**src/rtl/pipeline_sequencer.sv**
```systemverilog
// Stall/flush sequencer for the 5-stage pipeline: PC, stage enables, bubbles, redirect.
// Define PERF_CNT_EN to build the saturating stall counters; otherwise they read 0.
module pipeline_sequencer #(
  parameter int BR_TIMEOUT = 4,
  parameter int CNT_W      = 16
) (
  input  logic             clk,
  input  logic             reset_n,
  input  logic             load_use,
  input  logic             branch_ID,
  input  logic             br_valid,
  input  logic             br_taken,
  input  logic             dmem_req,
  input  logic             dmem_ack,
  output logic             pc_en,
  output logic             pc_redirect,
  output logic             ifid_en,
  output logic             ifid_flush,
  output logic             idex_en,
  output logic             idex_bubble,
  output logic             exmem_en,
  output logic             memwb_en,
  output logic             br_err,
  output logic [CNT_W-1:0] lu_stalls,
  output logic [CNT_W-1:0] br_stalls,
  output logic [CNT_W-1:0] mem_stalls
);

  typedef enum logic [1:0] {
    RUN      = 2'd0,
    BR_WAIT  = 2'd1,
    MEM_WAIT = 2'd2
  } state_t;

  localparam int BW = $clog2(BR_TIMEOUT + 1);
  localparam logic [BW-1:0] BR_LAST = BW'(BR_TIMEOUT - 1);

  state_t        state, state_nx;
  state_t        ret_q, ret_nx;
  state_t        eff;
  logic [BW-1:0] br_cnt, br_cnt_nx;
  logic          br_err_nx;
  logic          freeze;
  logic          lu_hit, br_hit, mem_hit;

  logic pc_en_c, pc_redirect_c;
  logic ifid_en_c, ifid_flush_c;
  logic idex_en_c, idex_bubble_c;
  logic exmem_en_c, memwb_en_c;

  always_ff @(posedge clk or negedge reset_n) begin
    if (!reset_n) begin
      state  <= RUN;
      ret_q  <= RUN;
      br_cnt <= '0;
      br_err <= 1'b0;
    end else begin
      state  <= state_nx;
      ret_q  <= ret_nx;
      br_cnt <= br_cnt_nx;
      br_err <= br_err_nx;
    end
  end

  // In MEM_WAIT the saved state governs the ack cycle.
  assign eff = (state == MEM_WAIT) ? ret_q : state;

  assign freeze = (state == MEM_WAIT) ? ~dmem_ack
                                      : (dmem_req & ~dmem_ack);

  always_comb begin
    pc_en_c       = 1'b1;
    pc_redirect_c = 1'b0;
    ifid_en_c     = 1'b1;
    ifid_flush_c  = 1'b0;
    idex_en_c     = 1'b1;
    idex_bubble_c = 1'b0;
    exmem_en_c    = 1'b1;
    memwb_en_c    = 1'b1;
    state_nx      = state;
    ret_nx        = ret_q;
    br_cnt_nx     = br_cnt;
    br_err_nx     = br_err;
    lu_hit        = 1'b0;
    br_hit        = 1'b0;
    mem_hit       = 1'b0;

    if (freeze) begin
      pc_en_c    = 1'b0;
      ifid_en_c  = 1'b0;
      idex_en_c  = 1'b0;
      exmem_en_c = 1'b0;
      memwb_en_c = 1'b0;
      state_nx   = MEM_WAIT;
      ret_nx     = eff;
      mem_hit    = 1'b1;
    end else begin
      state_nx = eff;
      case (eff)
        BR_WAIT: begin
          br_hit        = 1'b1;
          pc_en_c       = 1'b0;
          ifid_en_c     = 1'b0;
          idex_bubble_c = 1'b1;
          br_cnt_nx     = br_cnt + 1'b1;
          if (br_valid) begin
            pc_en_c       = 1'b1;
            pc_redirect_c = br_taken;
            ifid_flush_c  = 1'b1;
            state_nx      = RUN;
          end else if (br_cnt == BR_LAST) begin
            br_err_nx = 1'b1;
            pc_en_c   = 1'b1;
            state_nx  = RUN;
          end
        end
        default: begin
          if (branch_ID) begin
            pc_en_c      = 1'b0;
            ifid_flush_c = 1'b1;
            br_cnt_nx    = '0;
            state_nx     = BR_WAIT;
          end else if (load_use) begin
            pc_en_c       = 1'b0;
            ifid_en_c     = 1'b0;
            idex_bubble_c = 1'b1;
            lu_hit        = 1'b1;
          end
        end
      endcase
    end
  end

  // Hold every control low for the whole reset assertion.
  assign pc_en       = reset_n & pc_en_c;
  assign pc_redirect = reset_n & pc_redirect_c;
  assign ifid_en     = reset_n & ifid_en_c;
  assign ifid_flush  = reset_n & ifid_flush_c;
  assign idex_en     = reset_n & idex_en_c;
  assign idex_bubble = reset_n & idex_bubble_c;
  assign exmem_en    = reset_n & exmem_en_c;
  assign memwb_en    = reset_n & memwb_en_c;

`ifdef PERF_CNT_EN
  logic [CNT_W-1:0] lu_q, br_q, mem_q;

  always_ff @(posedge clk or negedge reset_n) begin
    if (!reset_n) begin
      lu_q  <= '0;
      br_q  <= '0;
      mem_q <= '0;
    end else begin
      if (lu_hit && lu_q != '1)
        lu_q <= lu_q + 1'b1;
      if (br_hit && br_q != '1)
        br_q <= br_q + 1'b1;
      if (mem_hit && mem_q != '1)
        mem_q <= mem_q + 1'b1;
    end
  end

  assign lu_stalls  = lu_q;
  assign br_stalls  = br_q;
  assign mem_stalls = mem_q;
`else
  logic hits_unused;
  assign hits_unused = lu_hit ^ br_hit ^ mem_hit;
  assign lu_stalls   = '0;
  assign br_stalls   = '0;
  assign mem_stalls  = '0;
`endif

endmodule

```
**config.mk**
```make
export PLATFORM = sky130hd
export DESIGN_NAME = pipeline_sequencer
export DESIGN_NICKNAME = d
export VERILOG_FILES = /design/src/rtl/pipeline_sequencer.sv
export SDC_FILE = /design/constraint.sdc
export NUM_CORES = 1
export LEC_CHECK = 0
export BUFFER_PORTS_ARGS = -buffer_cell sky130_fd_sc_hd__buf_2
export CORE_ASPECT_RATIO = 1.2
export CORE_UTILIZATION = 39
export CTS_CLUSTER_DIAMETER = 40
export DETAILED_ROUTE_END_ITERATION = 6
export MAX_ROUTING_LAYER = met4
export PLACE_DENSITY = 0.85
export SETUP_SLACK_MARGIN = 0.2
export SYNTH_ARGS = -nofsm -noshare
export SYNTH_HDL_FRONTEND = slang
export SYNTH_SLANG_ARGS = --single-unit
```
**constraint.sdc**
```tcl
create_clock -name clk -period 1.7 [get_ports clk]
set_input_delay 0.34 -clock clk [delete_from_list [all_inputs] [get_ports clk]]
set_output_delay 0.34 -clock clk [all_outputs]
set_load 0.03 [all_outputs]
```
==> impl_metrics.py, run 1 <==
metrics = {
    "grt": {
        "grt_start_max_net_pins": 9,
        "grt_pass1_wl_um": 2256,
        "antenna_found_initial": 0,
        "grt_pass1_vias": 500,
        "grt_use_total_pct": 14.00,
        "grt.overflow.total": 0,
    },
    "finish": {
        "fin_nets": 133,
        "syn_to_final_growth_pct": 17.51,
        "final_area_um2": 982.2,
        "antennaDiodeCount": 0,
        "fillers": 190,
        "layout-drive-gt1-share_pct": 37.19,
    },
    "drt": {
        "post_drt_wl_per_cell_um": 9.722,
        "first_pass_iters": 7,
        "first_iter_violations": 10,
        "postRouteAntennaNets": 0,
        "drc": 2,
        "vias_per_cell": 3.821,
        "num_vias": 577,
        "totalWireLength_um": 1468,
    },
    "run": {
        "max-cap-violations": 0,
    },
    "floorplan": {
        "coreArea_mm2": 0.002049,
        "start_util_pct": 40.78,
        "io_pins": 65,
        "rows": 18,
        "die_w_um": 44.26,
        "die_h_um": 52.71,
        "die-area_mm2": 0.002333,
    },
    "placement": {
        "portBuffers": 16,
        "place.gp.congestion": 0.7182,
        "place_ws_ns": -0.07389,
        "place_area_um2": 845.8,
        "hpwl_um": 1091,
    },
    "power": {
        "peakVddDrop_mv": 0.6402,
        "p_leak_uw": 0.0005289,
        "powerDensity_mw_per_mm2": 1305,
    },
    "timing": {
        "setup-violations-final": 8,
        "final-max-slew-violation-count": 0,
        "hold_viol": 0,
        "whs_ns": 0.07386,
        "fin_ws_ns": -0.2609,
        "fmax_mhz": 510.0,
        "min_period_ns": 1.961,
        "rsz0062_at_grt": "yes",
        "worst_clock_skew_ns": 0.001258,
        "finalCritPeriodShare_pct": 115.3,
    },
    "critical_path": {
        "crit_family": "flip-flops",
        "arrival_ns": 1.62,
        "path_class": "register to output pin",
        "required_ns": 1.36,
        "path_max_fanout": 6,
        "crit_slowest_cell": "dfrtp_1",
        "crit_chain": "or2_4 -> o22ai_4 -> mux2i_4 -> nor2_4 -> buf_6",
        "end_kind": "output pin",
        "path_buf_inv": 1,
        "start_kind": "register",
        "slowest_delay_ns": 0.39,
    },
    "clock_network": {
        "cts-root-buf": "clkbuf_4",
        "clock_sinks": 8,
        "clock_latency_ns": 0.26,
        "clk_pin_slew_worst_paths_ns": 0.06,
        "cts_buffer_depth": 2,
        "htreeDepth": 1,
        "cts_inserted_buffers": 3,
        "cts_tree": "yes",
        "hold_buffers": 0,
    },
    "outcome": {
        "status": "finished, violations left",
        "violations": "design-rule violations, negative setup slack",
    },
    "hold_path": {
        "min_path_type": "input pin to async pin",
    },
    "synth": {
        "ys_seq_elements": 8,
        "syn_inst": 98,
        "ys_seq_area_share_pct": 23.95,
        "postSynthAreaPerCell_um2": 8.529,
        "synth_cell_types": 24,
        "syn-cell-area_um2": 835.8,
        "yosysWarnings": 0,
    },
}
==> area by class of cell <==
cell class / instances / area, um^2 / area share, %
multi-input combinational: 81 / 510.5 / 51.97
sequential: 8 / 201.4 / 20.51
timing repair buffer: 23 / 182.7 / 18.60
tap: 30 / 37.54 / 3.822
inverter: 6 / 27.53 / 2.803
clock buffer: 3 / 22.52 / 2.293
==> power by group <==
group | total [uW] | internal (uW) | switching [uW]
registers | 337 | 272 | 64.8
clock network | 150 | 81.1 | 68.5
logic | 796 | 325 | 470
==> cells by family (layout without fill, tap and decap cells) <==
| group | Yosys count | count (layout) | synth area share [%] |
|---|---|---|---|
| buffers and inverters | 56 | 32 | 47.60 |
| and+or+nand+nor | 16 | 16 | 9.883 |
| AOI/OAI and AO/OA | 13 | 13 | 12.58 |
| DFF | 8 | 8 | 23.95 |
| adders and majority gates | 2 | 2 | 2.994 |
| muxes | 2 | 2 | 2.545 |
| other | 1 | 48 | 0.4487 |
==> cells in the final DEF, fill, tap and decap left out, types with 2 or more instances in the layout <==
cell      instances
o21ai_2           2
buf_6             8
inv_1             5
nor2_4            3
a22o_1            2
nor2_1            2
o21ai_0           3
nand3_1           2
conb_1           48
clkbuf_4          3
dfrtp_1           7
ha_1              2
buf_2             8
buf_4             7
==> layer usage <==
metal / track usage [%] / vias to the layer above / part of all wire (%)
met5: - / - / 0
met4: 9.596 / 0 / 3.2
met3: 3.793 / 6 / 7.3
met2: 23.28 / 39 / 57
met1: 14.11 / 268 / 33
li1: - / 264 / -
==> repair_timing <==
| action | CTS | global route |
|---|---|---|
| endpoints found under the setup margin | 8 | 12 |
| pin swaps | 4 | 4 |
| setup buffers | 2 | 0 |
| gates resized for setup | 20 | 7 |
==> metrics by stage <==
step	total power, uW	cells	utilization (%)	TNS (ns)
after global placement	946.8	146	41.27	0
after CTS	1234	151	46.15	-1.569
after floorplan	907.3	145	-	0
after global routing	1367	151	47.92	-2.196
final	1282	151	47.92	-1.644
after detailed placement	980.2	146	41.27	-0.09401
==> cells in the mapped netlist, drive strengths merged <==
library cell	count	area, um^2
dfrtp	8	200.2
and2	1	8.760
mux2	1	11.26
mux2i	1	10.01
a22o	2	17.52
and2b	1	8.760
o22ai	1	12.51
a31o	1	8.760
inv	6	22.52
a21oi	2	10.01
o22a	1	8.760
nor2b	1	6.260
ha	2	25.02
nor2	5	18.77
buf	50	375.4
or3	1	6.260
o21ai	5	28.78
and3	1	6.260
nand2	3	11.26
or2	1	6.260
nand3	2	10.01
o21bai	1	18.77
conb	1	3.750
==> registers in the layout, indices dropped and copies added (netlist names) <==
signal / count
ret_q: 2
state: 2
br_cnt: 3
br_err: 1
==> worst paths after layout <==
| kind | startpoint | endpoint | slack [ns] | cells past startpoint |
|---|---|---|---|---|
| setup / recovery | state[0] | ifid_flush | -0.26 | 5 |
| min in group clk | br_valid | br_err | 0.44 | 3 |
| hold reg to reg | br_err | br_err | 0.47 | 1 |
| hold / removal | reset_n | ret_q[0] | 0.07 | 2 |
| max in group asynchronous | reset_n | state[1] | 1.49 | 2 |
| setup reg to reg | state[0] | br_cnt[0] | 0.15 | 6 |
Power figures use the tool's default switching activity.
==> run 2, diff against run 1 <==
Settings changed: PLACE_DENSITY 0.85 to 0.82, SETUP_SLACK_MARGIN 0.2 to 0.3.
==> run 2 against run 1 <==
Against the previous run: the run still ends with design-rule violations, negative setup slack left; critical path depth unchanged; critical path type unchanged; largest cell class unchanged; clock skew up 0.0012 ns; routed wire length down 4.6%; via count down 0.35%; register-to-register slack worse by 0.17 ns.
==> impl_metrics.py, run 2 (same netlist as run 1, synthesis figures left out) <==
metrics = {
    "power": {
        "p_sw_uw": 586.0,
        "pwr-share-seq_pct": 26.6,
        "netSwitchingFraction_pct": 46.88,
        "powerDensity_mw_per_mm2": 1265,
        "clock_power_share_pct": 11.4,
        "p_int_uw": 664.0,
        "combPwrFrac_pct": 62.0,
        "peakVddDrop_mv": 0.9617,
        "p_leak_uw": 0.0005288,
        "p_total_uw": 1250,
    },
    "drt": {
        "first_pass_iters": 6,
        "first_iter_violations": 9,
        "drc": 4,
        "postRouteAntennaNets": 0,
        "vias_per_cell": 3.783,
        "num_vias": 575,
        "post_drt_wl_per_cell_um": 9.217,
        "totalWireLength_um": 1401,
    },
    "clock_network": {
        "cts_buffer_depth": 2,
        "cts_tree": "yes",
        "cts_inserted_buffers": 3,
        "clk_pin_slew_worst_paths_ns": 0.05,
        "clock_latency_ns": 0.25,
        "clock_sinks": 8,
        "htreeDepth": 1,
        "cts-root-buf": "clkbuf_4",
    },
    "placement": {
        "place_ws_ns": -0.02234,
        "hpwl_um": 975.2,
        "dpl.cell_count": 146,
        "portBuffers": 16,
        "place.gp.congestion": 0.7235,
    },
    "critical_path": {
        "reg2reg_depth": 8,
        "slowest_delay_ns": 0.46,
        "crit_family": "simple AND/OR/NAND/NOR gates",
        "path_class": "register to output pin",
        "arrival_ns": 1.61,
        "r2r_end": "br_cnt[0]",
        "regToRegSetupSlack_ns": -0.02,
        "start_kind": "register",
        "crit_slowest_cell": "dfrtp_2",
        "crit_chain": "nand2_2 -> o22ai_4 -> or3_1 -> a21oi_4 -> buf_4",
        "end_kind": "output pin",
        "required_ns": 1.36,
        "path_max_fanout": 6,
        "r2r-start": "state[0]",
        "worst-path-stages": 5,
        "path_buf_inv": 1,
    },
    "grt": {
        "grt_start_max_net_pins": 9,
        "grt_pass1_vias": 471,
        "grt.overflow.total": 0,
        "grt_use_total_pct": 12.54,
        "grt_pass1_wl_um": 2021,
        "antenna_found_initial": 0,
    },
    "timing": {
        "worst_clock_skew_ns": 0.002472,
        "fmax_mhz": 512.7,
        "fin_ws_ns": -0.2506,
        "finalCritPeriodShare_pct": 114.7,
        "rsz0062_at_grt": "yes",
        "setup-violations-final": 9,
        "final-max-slew-violation-count": 0,
        "hold_viol": 0,
        "min_period_ns": 1.951,
    },
    "finish": {
        "stdcell_count": 152,
        "fillers": 191,
        "final_common_cell": "conb_1",
        "regMostFlops": "br_cnt",
        "utilization_pct": 48.23,
        "syn_to_final_growth_pct": 18.26,
        "top_regs": "br_cnt: 3 flops, ret_q: 2 flops, state: 2 flops",
        "layout-drive-gt1-share_pct": 38.52,
        "final_cell_mix": "conb_1, buf_6, buf_2",
        "largest_register_ffs": 3,
        "fin_nets": 134,
        "antennaDiodeCount": 0,
    },
    "floorplan": {
        "die_w_um": 44.26,
        "die_h_um": 52.71,
        "coreArea_mm2": 0.002049,
        "io_pins": 65,
        "start_util_pct": 40.78,
        "rows": 18,
        "die-area_mm2": 0.002333,
    },
    "hold_path": {
        "min_path_type": "input pin to async pin",
    },
    "outcome": {
        "status": "finished, violations left",
        "violations": "design-rule violations, negative setup slack",
    },
    "run": {
        "max-cap-violations": 0,
    },
}
-- run 2: repair_timing --
| item | CTS | global route |
|---|---|---|
| endpoints found under the hold margin | 0 | 0 |
| pin swaps | 8 | 2 |
| hold buffers | 0 | 0 |
| setup endpoints to repair | 9 | 15 |
| resized for setup | 26 | 4 |
| setup buffers | 2 | 1 |
-- run 2: area by class of cell --
class | instances | area (um^2) | share of cell area, %
Clock buffer | 3 | 22.52 | 2.278
Sequential cell | 8 | 201.4 | 20.38
Timing Repair Buffer | 24 | 197.7 | 20.00
Multi-Input combinational cell | 81 | 501.7 | 50.76
Tap cell | 30 | 37.54 | 3.797
Inverter | 6 | 27.53 | 2.785
-- run 2: power by group through the flow --
stage | Sequential, uW | Combinational (uW) | Clock (uW)
after floorplan | 336 | 571 | 0
after global placement | 320 | 629 | 0
after detailed placement | 325 | 647 | 0
after CTS | 327 | 751 | 148
after global routing | 342 | 832 | 158
final | 333 | 774 | 143
-- run 2: worst max path at each step --
| stage | startpoint | end | slack [ns] |
|---|---|---|---|
| 5_1_grt | state[0] | ifid_flush | -0.31 |
| 2_1_floorplan | state[1] | idex_en | 0.08 |
| 6_report | state[1] | pc_en | -0.25 |
| 3_3_place_gp | state[0] | ifid_flush | 0.001 |
| 3_5_place_dp | state[0] | pc_en | -0.02 |
| 4_1_cts | ret_q[1] | ifid_flush | -0.26 |
-- run 2: per-stage QoR --
stage,TNS (ns),hold slack [ns],area [um^2]
detailed placement,-0.03671,0.3044,845.8
finish,-1.391,0.07457,988.4
global route,-1.973,0.08499,988.4
global placement,0,0.3012,845.8
floorplan,0,0.04441,1074
CTS,-1.228,0.07461,969.7
-- run 2: metal layers --
metal | up-vias | routed length (um) | track usage [%]
met4 | 0 | 37 | 6.061
li1 | 266 | - | -
met5 | - | 0 | -
met2 | 42 | 721 | 20.59
met3 | 4 | 119 | 5.172
met1 | 263 | 523 | 12.82
